[src/rtl/alu_pkg.sv]
// rtl/alu_pkg.sv - shared opcodes, state enums and helpers for the power-gated ALU controller
// Ports: none (package).
package alu_pkg;

  // Default operand/result width; must match the ALU instance.
  localparam int ALU_DATA_W = 16;

  // Single-cycle opcodes 0-7, multi-cycle 8-9; 10-15 are illegal.
  localparam logic [3:0] OP_ADD  = 4'h0;
  localparam logic [3:0] OP_SUB  = 4'h1;
  localparam logic [3:0] OP_AND  = 4'h2;
  localparam logic [3:0] OP_OR   = 4'h3;
  localparam logic [3:0] OP_XOR  = 4'h4;
  localparam logic [3:0] OP_NAND = 4'h5;
  localparam logic [3:0] OP_NOR  = 4'h6;
  localparam logic [3:0] OP_XNOR = 4'h7;
  localparam logic [3:0] OP_MUL  = 4'h8;
  localparam logic [3:0] OP_DIV  = 4'h9;

  // Cycles spent in PWR_DN with isolation on before power is removed.
  localparam int PWR_DN_CYC = 1;

  typedef enum logic [2:0] {
    S_OFF,
    S_PWR_UP,
    S_READY,
    S_ISSUE,
    S_WAIT,
    S_RESP,
    S_PWR_DN
  } ctrl_state_e;

  // Power-domain phase as seen by the sequencer.
  typedef enum logic [1:0] {
    PM_OFF,
    PM_UP,
    PM_ON,
    PM_DN
  } pwr_mode_e;

  // Requests answered with err=1 without touching the ALU.
  function automatic logic op_rejected(input logic [3:0] op, input logic b_zero);
    return (op > OP_DIV) || ((op == OP_DIV) && b_zero);
  endfunction

endpackage

[src/rtl/alu_cmd_ctrl_if.sv]
// rtl/alu_cmd_ctrl_if.sv - request/response handshake bundle between command fabric and ALU controller
// Signals: req_valid/req_ready/req_op/req_a/req_b (request), rsp_valid/rsp_ready/rsp_data/rsp_err (response).
// Modports: master = fabric side, slave = controller side.
interface alu_cmd_ctrl_if #(
  parameter int DATA_W = alu_pkg::ALU_DATA_W
);
  logic              req_valid;
  logic              req_ready;
  logic [3:0]        req_op;
  logic [DATA_W-1:0] req_a;
  logic [DATA_W-1:0] req_b;
  logic              rsp_valid;
  logic              rsp_ready;
  logic [DATA_W-1:0] rsp_data;
  logic              rsp_err;

  modport master (
    output req_valid, req_op, req_a, req_b, rsp_ready,
    input  req_ready, rsp_valid, rsp_data, rsp_err
  );

  modport slave (
    input  req_valid, req_op, req_a, req_b, rsp_ready,
    output req_ready, rsp_valid, rsp_data, rsp_err
  );
endinterface

[src/rtl/alu_pwr_seq.sv]
// rtl/alu_pwr_seq.sv - ALU power-enable / isolation sequencer with power-up and power-down counters
// Ports: clk, rst (async, active-high); mode_nxt (phase the controller enters next cycle);
//        pwr_en, iso_en (registered domain controls); pwr_ready (last PWR_UP cycle);
//        pwr_off (last PWR_DN cycle).
module alu_pwr_seq
  import alu_pkg::*;
#(
  parameter int PWR_UP_CYC = 4
)(
  input  logic      clk,
  input  logic      rst,
  input  pwr_mode_e mode_nxt,
  output logic      pwr_en,
  output logic      iso_en,
  output logic      pwr_ready,
  output logic      pwr_off
);
  localparam int CNT_MAX = (PWR_UP_CYC > PWR_DN_CYC) ? PWR_UP_CYC : PWR_DN_CYC;
  localparam int CNT_W   = $clog2(CNT_MAX + 1);

  pwr_mode_e        mode;
  logic [CNT_W-1:0] cnt;

  // pwr_en/iso_en are registered from the upcoming phase so they are glitch-free
  // and change on the same edge the controller changes state. Isolation is off
  // only in PM_ON, so iso_en is always 1 whenever pwr_en is 0.
  always_ff @(posedge clk or posedge rst) begin
    if (rst) begin
      mode   <= PM_OFF;
      cnt    <= '0;
      pwr_en <= 1'b0;
      iso_en <= 1'b1;
    end else begin
      mode   <= mode_nxt;
      pwr_en <= (mode_nxt != PM_OFF);
      iso_en <= (mode_nxt != PM_ON);
      if (mode_nxt != mode) begin
        cnt <= '0;
      end else if ((mode == PM_UP) || (mode == PM_DN)) begin
        cnt <= cnt + CNT_W'(1);
      end
    end
  end

  assign pwr_ready = (mode == PM_UP) && (cnt == CNT_W'(PWR_UP_CYC - 1));
  assign pwr_off   = (mode == PM_DN) && (cnt == CNT_W'(PWR_DN_CYC - 1));

endmodule

[src/rtl/alu_cmd_ctrl.sv]
// rtl/alu_cmd_ctrl.sv - initiator-side controller sequencing power and commands for the gated 16-bit ALU
// Ports: clk, rst (async, active-high); cmd (alu_cmd_ctrl_if.slave: request/response handshakes);
//        sleep_req (power down at next idle point); alu_pwr_en, iso_en (power domain);
//        alu_start, alu_opcode, alu_a, alu_b (ALU command); alu_result, alu_busy (ALU status).
module alu_cmd_ctrl
  import alu_pkg::*;
#(
  parameter int DATA_W       = ALU_DATA_W,
  parameter int PWR_UP_CYC   = 4,
  parameter int IDLE_TIMEOUT = 32,
  parameter int WDOG_CYC     = 16
)(
  input  logic              clk,
  input  logic              rst,
  alu_cmd_ctrl_if.slave     cmd,
  input  logic              sleep_req,
  output logic              alu_pwr_en,
  output logic              iso_en,
  output logic              alu_start,
  output logic [3:0]        alu_opcode,
  output logic [DATA_W-1:0] alu_a,
  output logic [DATA_W-1:0] alu_b,
  input  logic [DATA_W-1:0] alu_result,
  input  logic              alu_busy
);
  localparam int IDLE_W = $clog2(IDLE_TIMEOUT + 1);
  localparam int WDOG_W = $clog2(WDOG_CYC + 1);

  ctrl_state_e       state, state_nxt;
  pwr_mode_e         mode_nxt;
  logic              pwr_ready, pwr_off;
  logic [3:0]        op_r;
  logic [DATA_W-1:0] a_r, b_r;
  logic              bad_r;
  logic [DATA_W-1:0] data_r;
  logic              err_r;
  logic              rdy_r;
  logic [IDLE_W-1:0] idle_cnt;
  logic [WDOG_W-1:0] wdog_cnt;
  logic              accept;
  logic              req_bad;

  // rdy_r is a registered decode of "state is OFF or READY"; registering it
  // keeps req_ready low while rst is asserted even though OFF would otherwise
  // advertise readiness.
  assign cmd.req_ready = rdy_r && !((state == S_OFF) && sleep_req);
  assign accept        = cmd.req_valid && cmd.req_ready;
  assign req_bad       = op_rejected(cmd.req_op, cmd.req_b == '0);

  always_ff @(posedge clk or posedge rst) begin
    if (rst) state <= S_OFF;
    else     state <= state_nxt;
  end

  always_comb begin
    state_nxt = state;
    case (state)
      S_OFF:    if (accept) state_nxt = S_PWR_UP;
      // PWR_UP is only entered from an accept in OFF, so a request is always latched here.
      S_PWR_UP: if (pwr_ready) state_nxt = bad_r ? S_RESP : S_ISSUE;
      S_READY: begin
        if (accept) begin
          state_nxt = req_bad ? S_RESP : S_ISSUE;
        end else if (sleep_req || (idle_cnt == IDLE_W'(IDLE_TIMEOUT - 1))) begin
          state_nxt = S_PWR_DN;
        end
      end
      S_ISSUE:  state_nxt = S_WAIT;
      S_WAIT:   if (!alu_busy || (wdog_cnt == WDOG_W'(WDOG_CYC - 1))) state_nxt = S_RESP;
      S_RESP:   if (cmd.rsp_ready) state_nxt = S_READY;
      S_PWR_DN: if (pwr_off) state_nxt = S_OFF;
      default:  state_nxt = S_OFF;
    endcase
  end

  always_comb begin
    mode_nxt = PM_ON;
    case (state_nxt)
      S_OFF:    mode_nxt = PM_OFF;
      S_PWR_UP: mode_nxt = PM_UP;
      S_PWR_DN: mode_nxt = PM_DN;
      default:  mode_nxt = PM_ON;
    endcase
  end

  always_ff @(posedge clk or posedge rst) begin
    if (rst) begin
      op_r     <= '0;
      a_r      <= '0;
      b_r      <= '0;
      bad_r    <= 1'b0;
      data_r   <= '0;
      err_r    <= 1'b0;
      rdy_r    <= 1'b0;
      idle_cnt <= '0;
      wdog_cnt <= '0;
    end else begin
      rdy_r <= (state_nxt == S_OFF) || (state_nxt == S_READY);
      // Operands only change on accept, so they stay constant through ISSUE/WAIT.
      if (accept) begin
        op_r  <= cmd.req_op;
        a_r   <= cmd.req_a;
        b_r   <= cmd.req_b;
        bad_r <= req_bad;
      end
      // Response is loaded once on entry to RESP and then held until the handshake.
      if ((state != S_RESP) && (state_nxt == S_RESP)) begin
        if ((state == S_WAIT) && !alu_busy) begin
          data_r <= alu_result;
          err_r  <= 1'b0;
        end else begin
          data_r <= '0;
          err_r  <= 1'b1;
        end
      end
      idle_cnt <= ((state == S_READY) && (state_nxt == S_READY)) ? idle_cnt + IDLE_W'(1) : '0;
      wdog_cnt <= ((state == S_WAIT) && (state_nxt == S_WAIT)) ? wdog_cnt + WDOG_W'(1) : '0;
    end
  end

  alu_pwr_seq #(
    .PWR_UP_CYC (PWR_UP_CYC)
  ) u_pwr_seq (
    .clk       (clk),
    .rst       (rst),
    .mode_nxt  (mode_nxt),
    .pwr_en    (alu_pwr_en),
    .iso_en    (iso_en),
    .pwr_ready (pwr_ready),
    .pwr_off   (pwr_off)
  );

  assign alu_start     = (state == S_ISSUE);
  assign alu_opcode    = op_r;
  assign alu_a         = a_r;
  assign alu_b         = b_r;
  assign cmd.rsp_valid = (state == S_RESP);
  assign cmd.rsp_data  = data_r;
  assign cmd.rsp_err   = err_r;

endmodule

[src/flat_wrapper.sv]
// flat-port wrapper written by rule: the top's interface ports become plain ports
module alu_cmd_ctrl_flat import alu_pkg::*;
#(
  parameter int DATA_W       = ALU_DATA_W,
  parameter int PWR_UP_CYC   = 4,
  parameter int IDLE_TIMEOUT = 32,
  parameter int WDOG_CYC     = 16
)
  (clk, rst, sleep_req, alu_pwr_en, iso_en, alu_start, alu_opcode, alu_a, alu_b, alu_result, alu_busy, cmd_req_valid, cmd_req_op, cmd_req_a, cmd_req_b, cmd_rsp_ready, cmd_req_ready, cmd_rsp_valid, cmd_rsp_data, cmd_rsp_err);
  alu_cmd_ctrl_if #(.DATA_W(DATA_W)) cmd_i ();
  input  logic clk;
  input  logic rst;
  input  logic sleep_req;
  output logic alu_pwr_en;
  output logic iso_en;
  output logic alu_start;
  output logic [3:0] alu_opcode;
  output logic [DATA_W-1:0] alu_a;
  output logic [DATA_W-1:0] alu_b;
  input  logic [DATA_W-1:0] alu_result;
  input  logic alu_busy;
  input wire logic [$bits(cmd_i.req_valid)-1:0] cmd_req_valid;
  input wire logic [$bits(cmd_i.req_op)-1:0] cmd_req_op;
  input wire logic [$bits(cmd_i.req_a)-1:0] cmd_req_a;
  input wire logic [$bits(cmd_i.req_b)-1:0] cmd_req_b;
  input wire logic [$bits(cmd_i.rsp_ready)-1:0] cmd_rsp_ready;
  output wire logic [$bits(cmd_i.req_ready)-1:0] cmd_req_ready;
  output wire logic [$bits(cmd_i.rsp_valid)-1:0] cmd_rsp_valid;
  output wire logic [$bits(cmd_i.rsp_data)-1:0] cmd_rsp_data;
  output wire logic [$bits(cmd_i.rsp_err)-1:0] cmd_rsp_err;
  assign cmd_i.req_valid = cmd_req_valid;
  assign cmd_i.req_op = cmd_req_op;
  assign cmd_i.req_a = cmd_req_a;
  assign cmd_i.req_b = cmd_req_b;
  assign cmd_i.rsp_ready = cmd_rsp_ready;
  assign cmd_req_ready = cmd_i.req_ready;
  assign cmd_rsp_valid = cmd_i.rsp_valid;
  assign cmd_rsp_data = cmd_i.rsp_data;
  assign cmd_rsp_err = cmd_i.rsp_err;
  alu_cmd_ctrl #(.DATA_W(DATA_W), .PWR_UP_CYC(PWR_UP_CYC), .IDLE_TIMEOUT(IDLE_TIMEOUT), .WDOG_CYC(WDOG_CYC)) u_core (.clk(clk), .rst(rst), .cmd(cmd_i), .sleep_req(sleep_req), .alu_pwr_en(alu_pwr_en), .iso_en(iso_en), .alu_start(alu_start), .alu_opcode(alu_opcode), .alu_a(alu_a), .alu_b(alu_b), .alu_result(alu_result), .alu_busy(alu_busy));
endmodule
[config.mk]
export PLATFORM = sky130hd
export DESIGN_NAME = alu_cmd_ctrl_flat
export DESIGN_NICKNAME = d
export VERILOG_FILES = /design/src/rtl/alu_pkg.sv /design/src/rtl/alu_cmd_ctrl_if.sv /design/src/rtl/alu_pwr_seq.sv /design/src/rtl/alu_cmd_ctrl.sv /design/src/flat_wrapper.sv
export SDC_FILE = /design/constraint.sdc
export NUM_CORES = 1
export LEC_CHECK = 0
export CAP_MARGIN = 10
export CORE_ASPECT_RATIO = 1.4
export CORE_MARGIN = 2
export CORE_UTILIZATION = 49
export DETAILED_ROUTE_END_ITERATION = 16
export PLACE_DENSITY = 0.91
export REMOVE_ABC_BUFFERS = 1
export SKIP_CTS_REPAIR_TIMING = 1
export SKIP_LAST_GASP = 1
export SLEW_MARGIN = 20
export SYNTH_ARGS = -nofsm -noshare
export SYNTH_HDL_FRONTEND = slang
export SYNTH_SLANG_ARGS = --single-unit
[constraint.sdc]
create_clock -name clk -period 4 [get_ports clk]
set_input_delay 0.6 -clock clk [delete_from_list [all_inputs] [get_ports clk]]
set_output_delay 0.6 -clock clk [all_outputs]
set_load 0.005 [all_outputs]
* Word level (Yosys, flattened, before mapping)
Cells that the tools add are included.
W data, S select, Z words.
** Storage, ports and cells
- Bits in registers :: 76
- Word-level logic and storage cells :: 78
** Cells by class
- Add/sub/neg operators :: 3
- Eq/ne operators :: 20
- Reductions and logical operators :: 23
- Multiplexer cells :: 17
- Order comparisons :: 1
** Operators by type and width (count)
- $mux W3 :: 11
- $pmux W3 S7 :: 1
- $eq A3 B3 Y1 const B :: 6
- $logic_not A16 Y1 :: 1
- $mux W16 :: 1
- $eq A3 B2 Y1 const B :: 4
- $logic_and A1 B1 Y1 :: 10
- $logic_not A3 Y1 :: 3
- $add A6 B1 Y6 const B :: 1
- $eq A3 B1 Y1 const B :: 2
- $eq A6 B5 Y1 const B :: 1
- $mux W6 :: 1
- $pmux W2 S3 :: 1
- $add A5 B1 Y5 const B :: 1
- $eq A5 B4 Y1 const B :: 1
- $logic_or A1 B1 Y1 :: 5
- $mux W5 :: 1
- $eq A4 B4 Y1 const B :: 1
- $gt A4 B4 Y1 const B :: 1
- $reduce_bool A2 Y1 :: 2
- $add A3 B1 Y3 const B :: 1
- $ne A3 B3 Y1 const B :: 1
- $eq A2 B1 Y1 const B :: 1
- $eq A2 B2 Y1 const B :: 1
- other kinds (4) :: 5

* Depth between registers and ports, before layout
- Depth after elaboration :: 11
- Mapped depth :: 10
- Gate-level depth less buffers :: 9

* Cells and area by module
A second synthesis with hierarchy kept.
** Unflattened totals
- Cells, all modules :: 245
- Area, all modules :: 3289.4 sq um
** Modules (own cells, without submodules)
- alu_cmd_ctrl :: instances 1, seq. area each 1726.7 sq um, area each 2957.8 sq um, cells an instance 217
- alu_pwr_seq :: instances 1, seq. area each 176.4 sq um, area each 331.6 sq um, cells an instance 28

* Least setup slack after synthesis
Ideal clock, no wire load.
- Path type :: in2reg
- Start :: input port cmd_req_b[2]
- End :: register u_core.data_r[0] (netlist: u_core.cmd.rsp_data[0])
- Data arrival time :: 2.149 ns
- Stages :: 7
- Buffers on the path :: 1
- Path slack :: 1.730 ns
- Data required time :: 3.879 ns
- Setup time :: 0.121 ns
- Cells stage by stage :: nor4_1 -> nand2_1 -> o31a_4 -> o211ai_4 -> nand4_4 -> buf_2 -> a22o_1
** On the way
- Word-level cells in the longest chain between the ends :: 8
** RTL lines
- from (decl) :: RTL line flat_wrapper.sv:25 : input wire logic [$bits(cmd_i.req_b)-1:0] cmd_req_b;
- $logic_not A16 Y1 :: RTL line alu_cmd_ctrl.sv:48 : assign req_bad = op_rejected(cmd.req_op, cmd.req_b == '0);
- $logic_and A1 B1 Y1 :: RTL line alu_pkg.sv:43 : return (op > OP_DIV) || ((op == OP_DIV) && b_zero);
- $logic_or A1 B1 Y1 :: RTL line alu_pkg.sv:43
- $mux W3 :: RTL line alu_cmd_ctrl.sv:63 : state_nxt = req_bad ? S_RESP : S_ISSUE;
- $mux W3 :: RTL line alu_cmd_ctrl.sv:62 : if (accept) begin
- $pmux W3 S7 :: RTL line alu_cmd_ctrl.sv:57 : case (state)
- net u_core.state_nxt[2] :: RTL line alu_cmd_ctrl.sv:29 : ctrl_state_e state, state_nxt;
- $eq A3 B3 Y1 :: RTL line alu_cmd_ctrl.sv:107 : if ((state != S_RESP) && (state_nxt == S_RESP)) begin
- $logic_and A1 B1 Y1 :: RTL line alu_cmd_ctrl.sv:107
- to (signal assigned) :: RTL line alu_cmd_ctrl.sv:109 : data_r <= alu_result;
- to (decl) :: RTL line alu_cmd_ctrl.sv:35 : logic [DATA_W-1:0] data_r;
The timed path passes the listed nets, and every way through them passes these cells.
A chain may end at the register's enable or synchronous reset.

* Worst setup path in the final report
- Start :: input port sleep_req
- End :: output port cmd_req_ready
** On the way
- Word-level cells in the longest chain between the ends :: 3
** RTL lines
- from (decl) :: RTL line flat_wrapper.sv:13 : input logic sleep_req;
- $logic_and A1 B1 Y1 :: RTL line alu_cmd_ctrl.sv:46 : assign cmd.req_ready = rdy_r && !((state == S_OFF) && sleep_req);
- $logic_not A1 Y1 :: RTL line alu_cmd_ctrl.sv:46
- $logic_and A1 B1 Y1 :: RTL line alu_cmd_ctrl.sv:46
- to (decl) :: RTL line flat_wrapper.sv:27 : output wire logic [$bits(cmd_i.req_ready)-1:0] cmd_req_ready;
No other way between the ends.

==> results.sh <==
export IMPL_initial_core_util=0.5075
export IMPL_synth_area_sq_um=3356
export IMPL_worst_hold_slack_ps=468.3
export IMPL_path_class="input pin to output port"
export IMPL_numCtsBuffers=9
export IMPL_startpoint_type="input pin"
export IMPL_drv_slew=0
export IMPL_min_period_over_period=0.7131
export IMPL_dpl_hpwl_microns=6084
export IMPL_place_gp_congestion=0.9464
export IMPL_tns_ps=0
export IMPL_synth_seq_area_share=0.5671
export IMPL_io_pins=116
export IMPL_tightest_slew_ps=992.5
export IMPL_endpoint_kind="output port"
export IMPL_rsz0062_at_grt="no"
export IMPL_worst_ir_drop_vdd_v=0.0003670
export IMPL_ys_flop_type="dfrtp_1"
export IMPL_clk_pin_slew_ps=80
export IMPL_detail_route_iter0_violations=206
export IMPL_drc=0
export IMPL_async_reset_ff_frac=1.000
export IMPL_nets=511
export IMPL_cts_root_buf="clkbuf_8"
export IMPL_cts_sink_count=76
export IMPL_fin_skew_ps=8.817
export IMPL_vias_per_cell=5.180
export IMPL_power_leakage_uw=0.002232
export IMPL_slew_headroom=0.3347
export IMPL_ant_nets=0
export IMPL_areaGrowthSynthToFinish_pct=43.21
export IMPL_tritoncts="done"
export IMPL_status="completed"
export IMPL_synth_cell_types=52
export IMPL_clk_latency_ps=350
export IMPL_grtUsageTotal=0.2333
export IMPL_min_period_ps=2852
export IMPL_firstDrtPassIters=4
export IMPL_max_freq_mhz=350.6
export IMPL_grt_pass1_wl_microns=13440
export IMPL_crit_required_ps=3400
export IMPL_core_sq_um=6613
export IMPL_gr_total_overflow=0
export IMPL_numPortBuffers=115
export IMPL_setup_viol_count_final=0
export IMPL_synth_edf_count=0
export IMPL_fp_dieArea_sq_um=7536
export IMPL_dieHeight_microns=101.9
export IMPL_insertedDiodeCount=0
export IMPL_grt_max_degree=77
export IMPL_synth_cells=333
export IMPL_antenna_found_initial=0
export IMPL_final_layout_size_suffix_gt1_frac=0.08850
export IMPL_vias=2818
export IMPL_ys_warn_count=0
export IMPL_total_power_uw=3512
export IMPL_clockBufferDepth=2
export IMPL_ys_seq_elements=76
export IMPL_fp_dieW_microns=73.94
export IMPL_rows=35
export IMPL_hp_class="register to register"
export IMPL_critical_path_max_fanout=6
export IMPL_power_density_nw_per_um2=730.8
export IMPL_routed_wl_microns=8251
export IMPL_wl_per_cell_microns=15.17
export IMPL_maxCapViolCount=0
export IMPL_grt_pass1_vias=2852
export IMPL_htree_num_levels=3
export IMPL_final_hold_viol_count=0
export IMPL_critical_path_arrival_ps=2250
export IMPL_syn_area_per_cell_sq_um=10.08
==> synthesized netlist by cell type, types with 2 or more instances <==
cell type,instances,area share
buf_1,2,0.0022
nor2_2,6,0.011
buf_2,2,0.0030
nand3b_1,2,0.0045
inv_1,13,0.015
mux2i_1,2,0.0060
inv_2,2,0.0022
a22o_1,16,0.042
nor3_1,3,0.0045
clkbuf_1,7,0.0078
nor2_1,14,0.016
nand3_1,3,0.0045
and3_1,4,0.0075
buf_6,3,0.010
nor4_1,4,0.0075
dfrtp_1,75,0.56
nor2b_1,3,0.0056
nand4_1,2,0.0037
or3_1,2,0.0037
o211ai_1,4,0.0089
xnor2_1,4,0.010
o21ai_0,5,0.0075
ha_1,6,0.022
xor2_1,2,0.0052
nand2_1,119,0.13
a21oi_1,2,0.0030
==> cell usage in the layout, fill, tap and decap left out, types with 2 or more instances in the layout <==
master,instances
nand2_1,119
clkdlybuf4s50_1,115
dfrtp_1,75
a22o_1,16
nor2_1,14
inv_1,12
clkbuf_8,9
nor2_2,6
ha_1,6
o21ai_0,5
nor4_1,4
o211ai_1,4
xnor2_1,4
nand3_1,3
and3_1,3
nor2b_1,3
inv_2,3
bufinv_16,3
nand4_1,2
or3_1,2
nor3_1,2
a21oi_1,2
nand3b_1,2
nor3_2,2
xor2_1,2
mux2i_1,2
clkinv_4,2
buf_4,2
==> worst max-delay path, cell delays in order <==
cell             delay (ps)
clkdlybuf4s50_1         500
or4b_4                  520
and2_1                  180
clkdlybuf4s50_1         460
==> cells by family (layout without fill, tap and decap cells) <==
kind of cell | count (synthesis) | in the layout | share of synthesized area
fa+ha+maj | 6 | 6 | 0.02237
buf+inv | 29 | 148 | 0.03990
flops | 76 | 76 | 0.5671
xor+xnor | 6 | 6 | 0.01566
simple gates | 171 | 171 | 0.2304
compound gates | 43 | 43 | 0.1186
mux | 2 | 2 | 0.005966
==> final timing paths <==
check,startpoint,cells after the start,slack (ps),to
worst max-delay path,sleep_req,4,1150,cmd_req_ready
worst min-delay path,u_core.wdog_cnt[0]$_DFF_PP0_,1,470,u_core.wdog_cnt[0]$_DFF_PP0_
worst max register to register,u_core.u_pwr_seq.cnt[0]$_DFFE_PP0P_,7,1580,u_core.u_pwr_seq.cnt[2]$_DFFE_PP0P_
worst min register to register,u_core.wdog_cnt[0]$_DFF_PP0_,1,470,u_core.wdog_cnt[0]$_DFF_PP0_
max in group asynchronous,rst,3,2550,u_core.alu_b[9]$_DFFE_PP0P_
min in group asynchronous,rst,3,840,u_core.wdog_cnt[1]$_DFF_PP0_
==> routing by layer <==
metal / track usage / vias to the layer above / share of wire
met5: 0 / - / 0
met1: 0.2864 / 1364 / 0.40
li1: - / 1348 / -
met4: 0.08392 / 0 / 0.015
met3: 0.04536 / 13 / 0.052
met2: 0.4045 / 93 / 0.54
==> area by class of cell <==
type	count	area [sq um]
fill	448	1807
tap	92	115.1
multi-input combinational	228	1325
timing repair buffer	117	1166
inverter	15	56.30
clock buffer	10	127.6
sequential	76	1903
clock inverter	6	112.6
==> through the flow <==
| stage | setup WS [ps] | area (sq um) | instances | utilization |
|---|---|---|---|---|
| finish | 1148 | 4806 | 544 | 0.7268 |
| global route | 1112 | 4806 | 544 | 0.7268 |
| CTS | 1156 | 4806 | 544 | 0.7268 |
| detailed placement | 1038 | 4566 | 528 | 0.6904 |
| global placement | 1113 | 4564 | 528 | 0.6903 |
| floorplan | 1104 | 3278 | 319 | - |
==> report_power, final <==
group,internal [uW],switching (uW),total [uW]
registers,1080,215,1290
logic,818,695,1510
clock network,416,289,705
total,2310,1200,3510
==> sequential cells by signal, summed over array words and instances, names as in the netlist <==
signal	count
u_core.bad_r	1
u_core.u_pwr_seq.iso_en	1
u_core.wdog_cnt	5
u_core.u_pwr_seq.mode	2
u_core.u_pwr_seq.cnt	3
u_core.cmd.rsp_data	16
u_core.alu_b	16
u_core.cmd.rsp_err	1
u_core.state	3
u_core.u_pwr_seq.pwr_en	1
u_core.alu_opcode	4
u_core.rdy_r	1
u_core.alu_a	16
u_core.idle_cnt	6
(Power assumes the default switching activity.)
